**config.mk**
```make
export PLATFORM = sky130hd
export DESIGN_NAME = apu_reg_loader
export DESIGN_NICKNAME = d
export VERILOG_FILES = /design/src/rtl/apu_reg_loader.sv
export SDC_FILE = /design/constraint.sdc
export NUM_CORES = 1
export LEC_CHECK = 0
export ABC_AREA = 1
export CORE_ASPECT_RATIO = 0.8
export CORE_MARGIN = 5
export CORE_UTILIZATION = 36
export DETAILED_ROUTE_END_ITERATION = 12
export HOLD_SLACK_MARGIN = 0.03
export PLACE_DENSITY_LB_ADDON = 0.12
export REMOVE_ABC_BUFFERS = 1
export SLEW_MARGIN = 20
export SYNTH_ARGS = -nofsm -noshare
export SYNTH_HDL_FRONTEND = slang
export SYNTH_SLANG_ARGS = --single-unit
export TNS_END_PERCENT = 30
```
**constraint.sdc**
```tcl
create_clock -name clk -period 4.1 [get_ports clk]
set_input_delay 0.82 -clock clk [delete_from_list [all_inputs] [get_ports clk]]
set_output_delay 0.82 -clock clk [all_outputs]
set_load 0.02 [all_outputs]
```
**src/rtl/apu_reg_loader.sv**
```systemverilog
// apu_reg_loader: host-link byte stream to APU register file.
// Accepts address/data byte pairs, holds 32 eight-bit registers, and
// toggles a per-channel change bit on writes to each channel's last register.
// Optional feature macro: APU_REG_READBACK_EN (registered read port).
module apu_reg_loader #(
  parameter int TIMEOUT = 1024,
  parameter int TW      = 11
) (
  input  logic         clk,
  input  logic         rst_n,
  input  logic         rx_valid,
  input  logic [7:0]   rx_data,
`ifdef APU_REG_READBACK_EN
  input  logic [4:0]   rd_addr,
  output logic [7:0]   rd_data,
`endif
  output logic [255:0] apu_reg,
  output logic [7:0]   reg_change,
  output logic         wr_pulse,
  output logic         err
);

  typedef enum logic {
    S_ADDR,
    S_DATA
  } state_t;

  state_t          state_q, state_d;
  logic [4:0]      addr_q, addr_d;
  logic [TW-1:0]   cnt_q, cnt_d;
  logic [255:0]    apu_reg_q, apu_reg_d;
  logic [7:0]      reg_change_q, reg_change_d;
  logic            wr_pulse_q, wr_pulse_d;
  logic            err_q, err_d;

  // FSM control strobes
  logic            addr_ld;
  logic            cnt_clr;
  logic            cnt_inc;
  logic            wr_en;
  logic            err_set;
  logic            to_hit;

  assign to_hit = (cnt_q == TW'(TIMEOUT - 1));

  // State register
  always_ff @(posedge clk or negedge rst_n) begin
    if (!rst_n) begin
      state_q <= S_ADDR;
    end else begin
      state_q <= state_d;
    end
  end

  // Next-state logic; an arriving data byte takes priority over timeout
  always_comb begin
    state_d = state_q;
    unique case (state_q)
      S_ADDR: begin
        if (rx_valid && rx_data[7]) begin
          state_d = S_DATA;
        end
      end
      S_DATA: begin
        if (rx_valid || to_hit) begin
          state_d = S_ADDR;
        end
      end
      default: state_d = S_ADDR;
    endcase
  end

  // Output/control decode per state
  always_comb begin
    addr_ld = 1'b0;
    cnt_clr = 1'b0;
    cnt_inc = 1'b0;
    wr_en   = 1'b0;
    err_set = 1'b0;
    unique case (state_q)
      S_ADDR: begin
        if (rx_valid) begin
          if (rx_data[7]) begin
            addr_ld = 1'b1;
            cnt_clr = 1'b1;
          end else begin
            err_set = 1'b1;
          end
        end
      end
      S_DATA: begin
        if (rx_valid) begin
          wr_en = 1'b1;
        end else if (to_hit) begin
          err_set = 1'b1;
        end else begin
          cnt_inc = 1'b1;
        end
      end
      default: ;
    endcase
  end

  // Datapath next-state: address latch, timeout counter, register file, flags
  always_comb begin
    addr_d       = addr_q;
    cnt_d        = cnt_q;
    apu_reg_d    = apu_reg_q;
    reg_change_d = reg_change_q;
    wr_pulse_d   = wr_en;
    err_d        = err_q | err_set;

    if (addr_ld) begin
      addr_d = rx_data[4:0];
    end

    if (cnt_clr) begin
      cnt_d = '0;
    end else if (cnt_inc) begin
      cnt_d = cnt_q + TW'(1);
    end

    if (wr_en) begin
      apu_reg_d[{addr_q, 3'b000} +: 8] = rx_data;
      if (addr_q[1:0] == 2'd3) begin
        reg_change_d[addr_q[4:2]] = ~reg_change_q[addr_q[4:2]];
      end
    end
  end

  // Datapath registers
  always_ff @(posedge clk or negedge rst_n) begin
    if (!rst_n) begin
      addr_q       <= '0;
      cnt_q        <= '0;
      apu_reg_q    <= '0;
      reg_change_q <= '0;
      wr_pulse_q   <= 1'b0;
      err_q        <= 1'b0;
    end else begin
      addr_q       <= addr_d;
      cnt_q        <= cnt_d;
      apu_reg_q    <= apu_reg_d;
      reg_change_q <= reg_change_d;
      wr_pulse_q   <= wr_pulse_d;
      err_q        <= err_d;
    end
  end

  assign apu_reg    = apu_reg_q;
  assign reg_change = reg_change_q;
  assign wr_pulse   = wr_pulse_q;
  assign err        = err_q;

`ifdef APU_REG_READBACK_EN
  logic [7:0] rd_data_q;

  // Registered readback; reads the pre-write value on a same-cycle collision
  always_ff @(posedge clk or negedge rst_n) begin
    if (!rst_n) begin
      rd_data_q <= '0;
    end else begin
      rd_data_q <= apu_reg_q[{rd_addr, 3'b000} +: 8];
    end
  end

  assign rd_data = rd_data_q;
`endif

endmodule

```
==> flow_summary.ini <==
[clocking]
cts-root-buf = clkbuf_16
cts.sinks = 283
htreeDepth = 1
cts_tree = done
clkTransAtPathRegs_ns = 0.06
cts_buffers = 30
clkLatencyLatePin_ns = 0.55
cts_hold_buf = 0
clk_path_buf_depth = 3
post_cts_buffers = 0
postCtsResizedCells = 0

[pwr]
pwr-share-comb_pct = 24.5
swShare_pct = 32.8
p_int_mw = 5.37
switching_power_mw = 2.62
p_clk_share_pct = 34.6
seq_power_share_pct = 40.9
p_leak_nw = 8.38
p_per_area_nw_per_um2 = 486
peakVddDrop_uv = 276
finalPower_mw = 7.99

[hold_path]
hold_class = primary input to async pin

[finish]
fill_cells = 3214
mostFrequentLayoutCells = nand2_1 (684), dfrtp_1 (283), clkdlybuf4s50_1 (275)
syn2layout_area_growth_pct = 34.4
layout.nets = 1737
drive_above_1_share_pct = 7.29
largest_register_ffs = 256
final_common_cell = nand2_1
n_antenna_cell = 0
fin_util_pct = 49.0

[die]
coreArea_sq_um = 33600
fp-row-count = 60
ios = 277
dieArea_sq_um = 37800
die_w_um = 216
start_util_pct = 36.4
die_h_um = 175

[worst_setup_path]
cp.required_ns = 4.58
regToRegSetupSlack_ns = 1.26
crit_fanout = 19
r2r_cells = 9
crit_chain = inv_1 > ha_1 > nor2_1 > nand2_1 > nor2_4 > inv_1 > nor2_2 > nand2_1 > nand2_1
worst_path_most_repeated_cell = nand2_1
endpoint = apu_reg[167]
critPathSlowestCell = ha_1
r2r-end = apu_reg[167]
setup.worst_path.end_class = flop
cp-start-kind = flop
crit_path_start = addr_q[1]
max_stage_delay_ns = 0.54
path_class = flop to flop
worst_ep_arrival_time_ns = 3.32
r2r-start = addr_q[1]

[yosys]
synthFlopType = dfrtp_1
synth_area_sq_um = 12200
ys_ff_latch = 283
synth_cell_types = 30
yosysSeqAreaShare_pct = 57.9
avgSynthCellArea_sq_um = 8.47
synth_edf_count = 0
ys_warn_count = 0
synthCells = 1444
async_flop_share_pct = 100

[timing]
tightest_slew_ns = 0.872
fin_crit_ns = 2.84
setup_viol = 0
final.setup_skew_ns = 0.00847
relSlewSlack_pct = 41.9
drv_slew = 0
timing.hold.ws_ns = 0.263
rsz0062_at_grt = false
timing.setup.tns_ns = 0
max_freq_mhz = 353
layout_worst_path_cycle_share_pct = 69.2
hold_viol = 0

[global_routing]
grt_pass1_wl_mm = 63.6
grtUsageTotal_pct = 21.1
met1_usage_pct = 31.7
gr-max-usage-layer = met1
first_global_vias = 10365
met2_usage_pct = 30.6
grt_use_met3_pct = 5.08
grt.overflow.total = 0
grt_max_degree = 103
antenna_found_initial = 0

[routing]
via_count = 10664
drt_wl_total_mm = 40.7
wl_per_cell_um = 18.7
via_per_inst = 4.90
dr.pass1.iters = 7
route.detailed.drc = 0
drtIter0Drc = 662
ant_nets = 0

[placed_design]
gp_congestion = 0.834
dpl.hpwl_mm = 29.4
io_buffer_count = 276

[status]
outcome = finished clean

[flow_run]
cap_viol_max_count = 0
-- area by class of cell --
type | instances | area (sq um) | area share, %
flip-flops and latches | 283 | 7080 | 43.1
multi-input cells | 1068 | 4710 | 28.6
repair buffers | 290 | 2920 | 17.8
clock buffers | 44 | 905 | 5.50
well taps | 434 | 543 | 3.30
inverters | 48 | 181 | 1.10
clock inverters | 10 | 103 | 0.624
-- logic make-up (layout without fill, tap and decap cells) --
family,after synthesis,after routing,share of synthesized area (%)
AO/OA/AOI/OAI,36,36,1.49
AND/OR/NAND/NOR,1023,1023,36.2
adder cells (fa/ha/maj),5,5,0.512
buffers and inverters,93,392,3.61
flip-flops,283,283,57.9
XOR/XNOR,4,4,0.286
-- critical path, delay by kind of cell, from the launching register on --
family,cells,cell delay [ns]
flops,1,0.48
fa+ha+maj,1,0.54
buf+inv,2,0.21
simple gates,6,1.53
-- worst min path at each step --
stage                   endpoint  slack [ns]  depth (start not counted)
finish               apu_reg[39]        0.26                          1
global placement    apu_reg[130]        0.45                          2
detailed placement  apu_reg[130]        0.46                          2
CTS                  apu_reg[39]        0.35                          1
floorplan              cnt_q[10]        0.46                          2
global route         apu_reg[39]        0.36                          1
-- metal layers --
metal  vias to the layer above  wire (um)
met4                         0       1130
met3                        58       2790
met2                       323      17200
met5                         -          0
met1                      5117      19600
li1                       5166          -
-- power groups by stage --
| stage | Combinational (mW) | Clock, mW | Sequential, mW |
|---|---|---|---|
| after floorplan | 0.686 | 0 | 3.59 |
| after global placement | 1.94 | 0 | 3.31 |
| after detailed placement | 1.97 | 0 | 3.31 |
| after CTS | 1.97 | 2.83 | 3.27 |
| after global routing | 2.12 | 2.95 | 3.30 |
| final | 1.96 | 2.77 | 3.27 |
-- through the flow --
stage          worst slack [ns]  cell area (sq um)  std cells
6_report                   1.26              16400       2177
5_1_grt                    1.02              16400       2177
4_1_cts                    1.24              16400       2177
3_5_place_dp              0.963              15400       2123
3_3_place_gp               1.08              15400       2123
2_1_floorplan              1.21              12000       1399
-- Yosys cell counts, types with 7 or more instances --
cell / number / area [sq um]
nand2_1: 684 / 2570
dfrtp_1: 283 / 7080
nand3_1: 166 / 831
nor2_1: 86 / 323
inv_1: 33 / 124
nand4_1: 29 / 181
o21ai_0: 29 / 145
buf_2: 21 / 105
nand2_2: 18 / 113
inv_2: 14 / 52.6
clkbuf_1: 9 / 33.8
nor2_4: 9 / 101
nor3_1: 8 / 40.0
buf_4: 7 / 52.6
nor2_2: 7 / 43.8
Power figures use the tool's default switching activity.
==> edit 1, RTL diff (same flow settings) <==
`TW`: 11 -> 13.
--- a/src/rtl/apu_reg_loader.sv
+++ b/src/rtl/apu_reg_loader.sv
@@ -4,7 +4,7 @@
 // Optional feature macro: APU_REG_READBACK_EN (registered read port).
 module apu_reg_loader #(
   parameter int TIMEOUT = 1024,
-  parameter int TW      = 11
+  parameter int TW      = 13
 ) (
   input  logic         clk,
   input  logic         rst_n,
Check against the original RTL: same outputs for any inputs over 4 cycles, from zero or initial values and one cycle with rst_n low; that may be too few to reach the edited logic, so the function may still have changed.
==> edit 1 against the unedited design <==
  * Worst setup slack got worse by 0.0089 ns
  * Die area rose by 0.37%
  * Power rose by 5.4%
  * First-iteration DRC count rose by 29%
  * Design area rose by 0.57%
  * Area after synthesis rose by 0.39%
  * Routed wire length barely moved
  * Sequential cell count rose by 2
  * Clock power rose by 5%
  * Critical endpoint is now apu_reg[159]
  * Largest power group unchanged
==> edit 1: results (changes against the unedited design) <==
Status
  – Outcome: complete, no violations

Worst setup path
  – CP arrival: 3.30 ns (-0.02 ns)
  – Slowest stage cell, crit path: dfrtp_1
  – Worst reg-to-reg path cell count: 11 (+2)
  – Max incr delay on CP: 0.42 ns (-0.12 ns)
  – Worst r2r dst: apu_reg[159]
  – Critical path fanouts, max: 33 (+14)

Detailed routing
  – DR vias/cell: 4.93 (+0.74%)
  – Total wire length: 40,700 microns (about the same)
  – Drt wl/cell: 18.6 microns (-0.57%)
  – Metal2 WL: 18,100 microns (+5.1%)
  – Initial DRC count: 855 (+29%)
  – WL met1: 19,100 microns (-2.5%)

Placement
  – Post-DP HPWL: 29,000 microns (-1.4%)
  – Cells after DPL: 2,134 (+0.52%)
  – RD Place Congestion: 0.804 (-3.6%)
  – Post-DP Area: 15,500 sq um (+0.34%)

Cells and area
  – Post-route cell area: 16,500 sq um (+0.57%)
  – Filler Cell Count: 3,238 (+0.75%)
  – Nets: 1,749 (+0.69%)

Synth
  – Syn Area/Cell: 8.39 sq um (-0.91%)
  – XOR/XNOR Fraction of Synth Area: 0.357% (+0.070 points)
  – Synth cell types: 28 (-6.7%)
  – Synth top area cells: dfrtp_1 (58%), nand2_1 (21%), nand3_1 (8.4%), nor2_1 (2.3%), buf_2 (1.5%)
  – Area share of fa/ha/maj cells after synthesis: 0.510% (-0.0020 points)
  – Synth Area in Compound Gates: 1.45% (-0.047 points)
  – Most frequent cells after synthesis: nand2_1 (680), dfrtp_1 (285), nand3_1 (205), nor2_1 (75), inv_1 (47)
  – Seq/Total Area, Yosys: 58.1% (+0.18 points)

CTS
  – Worst skew pair latency: 0.57 ns (+0.02 ns)

STA
  – Clock skew: 0.00705 ns (-0.00142 ns)
  – Slew headroom: 48.0% (+6.1 points)

Power
  – Worst VDD drop: 0.000321 V (+16%)
  – Leak: 8.43 nW (+0.60%)

Global route
  – First-pass GRT wire length: 63,100 microns (-0.86%)
  – Total GRT Usage: 20.9% (-0.21 points)
edit 1: changes by cell type in the layout (fill, tap and decap cells not counted), moves of 4 or more:
cell / unedited run / this run
o21ai_1: 5 / 13
nand2_1: 684 / 680
inv_2: 14 / 2
nand2_2: 18 / 3
nand3_1: 166 / 205
nor2_1: 86 / 74
inv_1: 33 / 47
clkinv_2: 8 / 3
o21ai_0: 29 / 21
nor3_1: 8 / 16
edit 1: metal layers:
| layer | vias to the layer above | GRT usage [%] |
|---|---|---|
| met5 | - | 0 |
| met1 | 5207 | 30.1 |
| met4 | 0 | 4.98 |
| met3 | 57 | 4.62 |
| li1 | 5207 | - |
| met2 | 326 | 32.4 |
edit 1: layout make-up:
cell class,count,share of cell area (%)
Antenna cell,1,0.0151
Clock buffer,45,5.43
Clock inverter,8,0.893
Inverter,52,1.23
Multi-Input combinational cell,1073,28.2
Sequential cell,285,43.1
Tap cell,434,3.28
Timing Repair Buffer,290,17.8
edit 1: how the worst max path moves through the flow:
| stage | end | slack (ns) | startpoint | cells after the start |
|---|---|---|---|---|
| after floorplan | apu_reg[136] | -1.79 | addr_q[0] | 11 |
| after global placement | apu_reg[182] | 1.03 | rx_valid | 9 |
| after detailed placement | apu_reg[165] | 0.97 | rx_valid | 9 |
| after CTS | apu_reg[159] | 1.25 | addr_q[1] | 11 |
| after global routing | apu_reg[10] | 0.96 | addr_q[1] | 11 |
| final | apu_reg[159] | 1.26 | addr_q[1] | 11 |
edit 1: report_power, final:
group | internal, mW | switching [mW]
logic | 0.760 | 1.38
registers | 3.13 | 0.239
clock network | 1.76 | 1.15
==> edit 2, RTL diff (config.mk and constraints unchanged) <==
Made on the original files. Take the reset off `addr_q` and load it in a clocked block of its own.
--- a/src/rtl/apu_reg_loader.sv
+++ b/src/rtl/apu_reg_loader.sv
@@ -131,20 +131,22 @@
   // Datapath registers
   always_ff @(posedge clk or negedge rst_n) begin
     if (!rst_n) begin
-      addr_q       <= '0;
       cnt_q        <= '0;
       apu_reg_q    <= '0;
       reg_change_q <= '0;
       wr_pulse_q   <= 1'b0;
       err_q        <= 1'b0;
     end else begin
-      addr_q       <= addr_d;
       cnt_q        <= cnt_d;
       apu_reg_q    <= apu_reg_d;
       reg_change_q <= reg_change_d;
       wr_pulse_q   <= wr_pulse_d;
       err_q        <= err_d;
     end
+  end
+
+  always_ff @(posedge clk) begin
+    addr_q <= addr_d;
   end
 
   assign apu_reg    = apu_reg_q;
Formal check against the unedited RTL: same outputs for any inputs over 4 cycles, from zero or initial values and one cycle with rst_n low; that may be too few to reach the edited logic, so the function may still have changed.
==> edit 2 against the unedited design <==
  * Cell count shrank 0.51%
  * Clock skew grew 0.013 ns
  * Routed wire length down 2.6%
  * Worst setup slack got worse by 0.21 ns
  * Sequential cell count stayed put
  * Area after synthesis is 0.35% higher
  * Hold slack lost 0.014 ns
  * Design area increased by 0.47%
  * Synthesized cell count about the same
Power is not compared: it rests on default switching activity, and its combinational part moved more than twofold at a synthesized area within 25%.
==> edit 2: results (changes against the unedited design) <==
Synth
  – Most frequent cells after synthesis: nand2_1 (585), nand3_1 (281), dfrtp_1 (278), nor2_1 (83), buf_2 (43)
  – EDFF count, synth: 5 (+5)
  – Seq/Total Area, Yosys: 57.9% (about the same)

Cells and area
  – Non-clk bufs: 295 (+1.7%)
  – Nets: 1,729 (-0.46%)
  – #MultiIn Comb: 1,054 (-1.3%)
  – Share of cells above drive strength 1: 6.87% (-0.42 points)
  – Number of clock buffers in the layout: 43 (-2.3%)
  – Reg area: 7110 sq um (+0.35%)

Global route
  – First-pass GRT wire length: 61,800 microns (-2.8%)
  – Vias in the first global route: 10,400 (+0.68%)
  – Largest net degree at the start of global routing: 96 (-6.8%)

Detailed routing
  – Metal2 WL: 18,200 microns (+5.8%)
  – Drt pass-1 iters: 5 (-2)
  – Initial DRC count: 881 (+33%)
  – Total wire length: 39,700 microns (-2.6%)
  – WL met1: 18,400 microns (-6.4%)

Worst setup path
  – Launching point of the worst reg2reg path: addr_q[0]
  – Critical path origin: addr_q[0]
  – FF-to-FF setup slack: 1.06 ns (-0.21 ns)
  – Worst reg-to-reg path cell count: 13 (+4)

Status
  – Outcome: complete, no violations

STA
  – Slew @ Worst Pin: 0.843 ns (-0.0288 ns)
  – Worst hold slack: 0.249 ns (-0.0139 ns)

Placement
  – Post-DP Area: 15,500 sq um (+0.25%)
  – Cells after DPL: 2,114 (-0.42%)
[edit 2: cell types whose count changed after synthesis, moves of 5 or more]
cell / delta
nor2_4: +7
inv_2: -8
inv_1: +8
nand2_2: +5
nand4_1: -22
o21ai_1: +9
nand2_4: -5
nand3_1: +115
nand2_1: -99
buf_2: +22
edfxtp_1: +5
dfrtp_1: -5
nor3_1: -7
[edit 2: logic make-up after synthesis]
group | share of synthesized area (%)
buffers and inverters | 4.05
DFF | 57.9
xor gates and xnor gates | 0.0714
adders and majority gates | 0.510
AOI/OAI and AO/OA | 1.75
and+or+nand+nor | 35.7
[edit 2: worst max-delay path, stage by stage (launching register included)]
cell and delay [ns]:
edfxtp_1 0.36, buf_4 0.20, inv_2 0.11, ha_1 0.20, inv_1 0.07, nor2_1 0.15
nand2_2 0.35, nand2_2 0.24, inv_2 0.09, nor2_8 0.36, buf_4 0.43, nand2_2 0.20
nand2_1 0.10, nand2_1 0.05
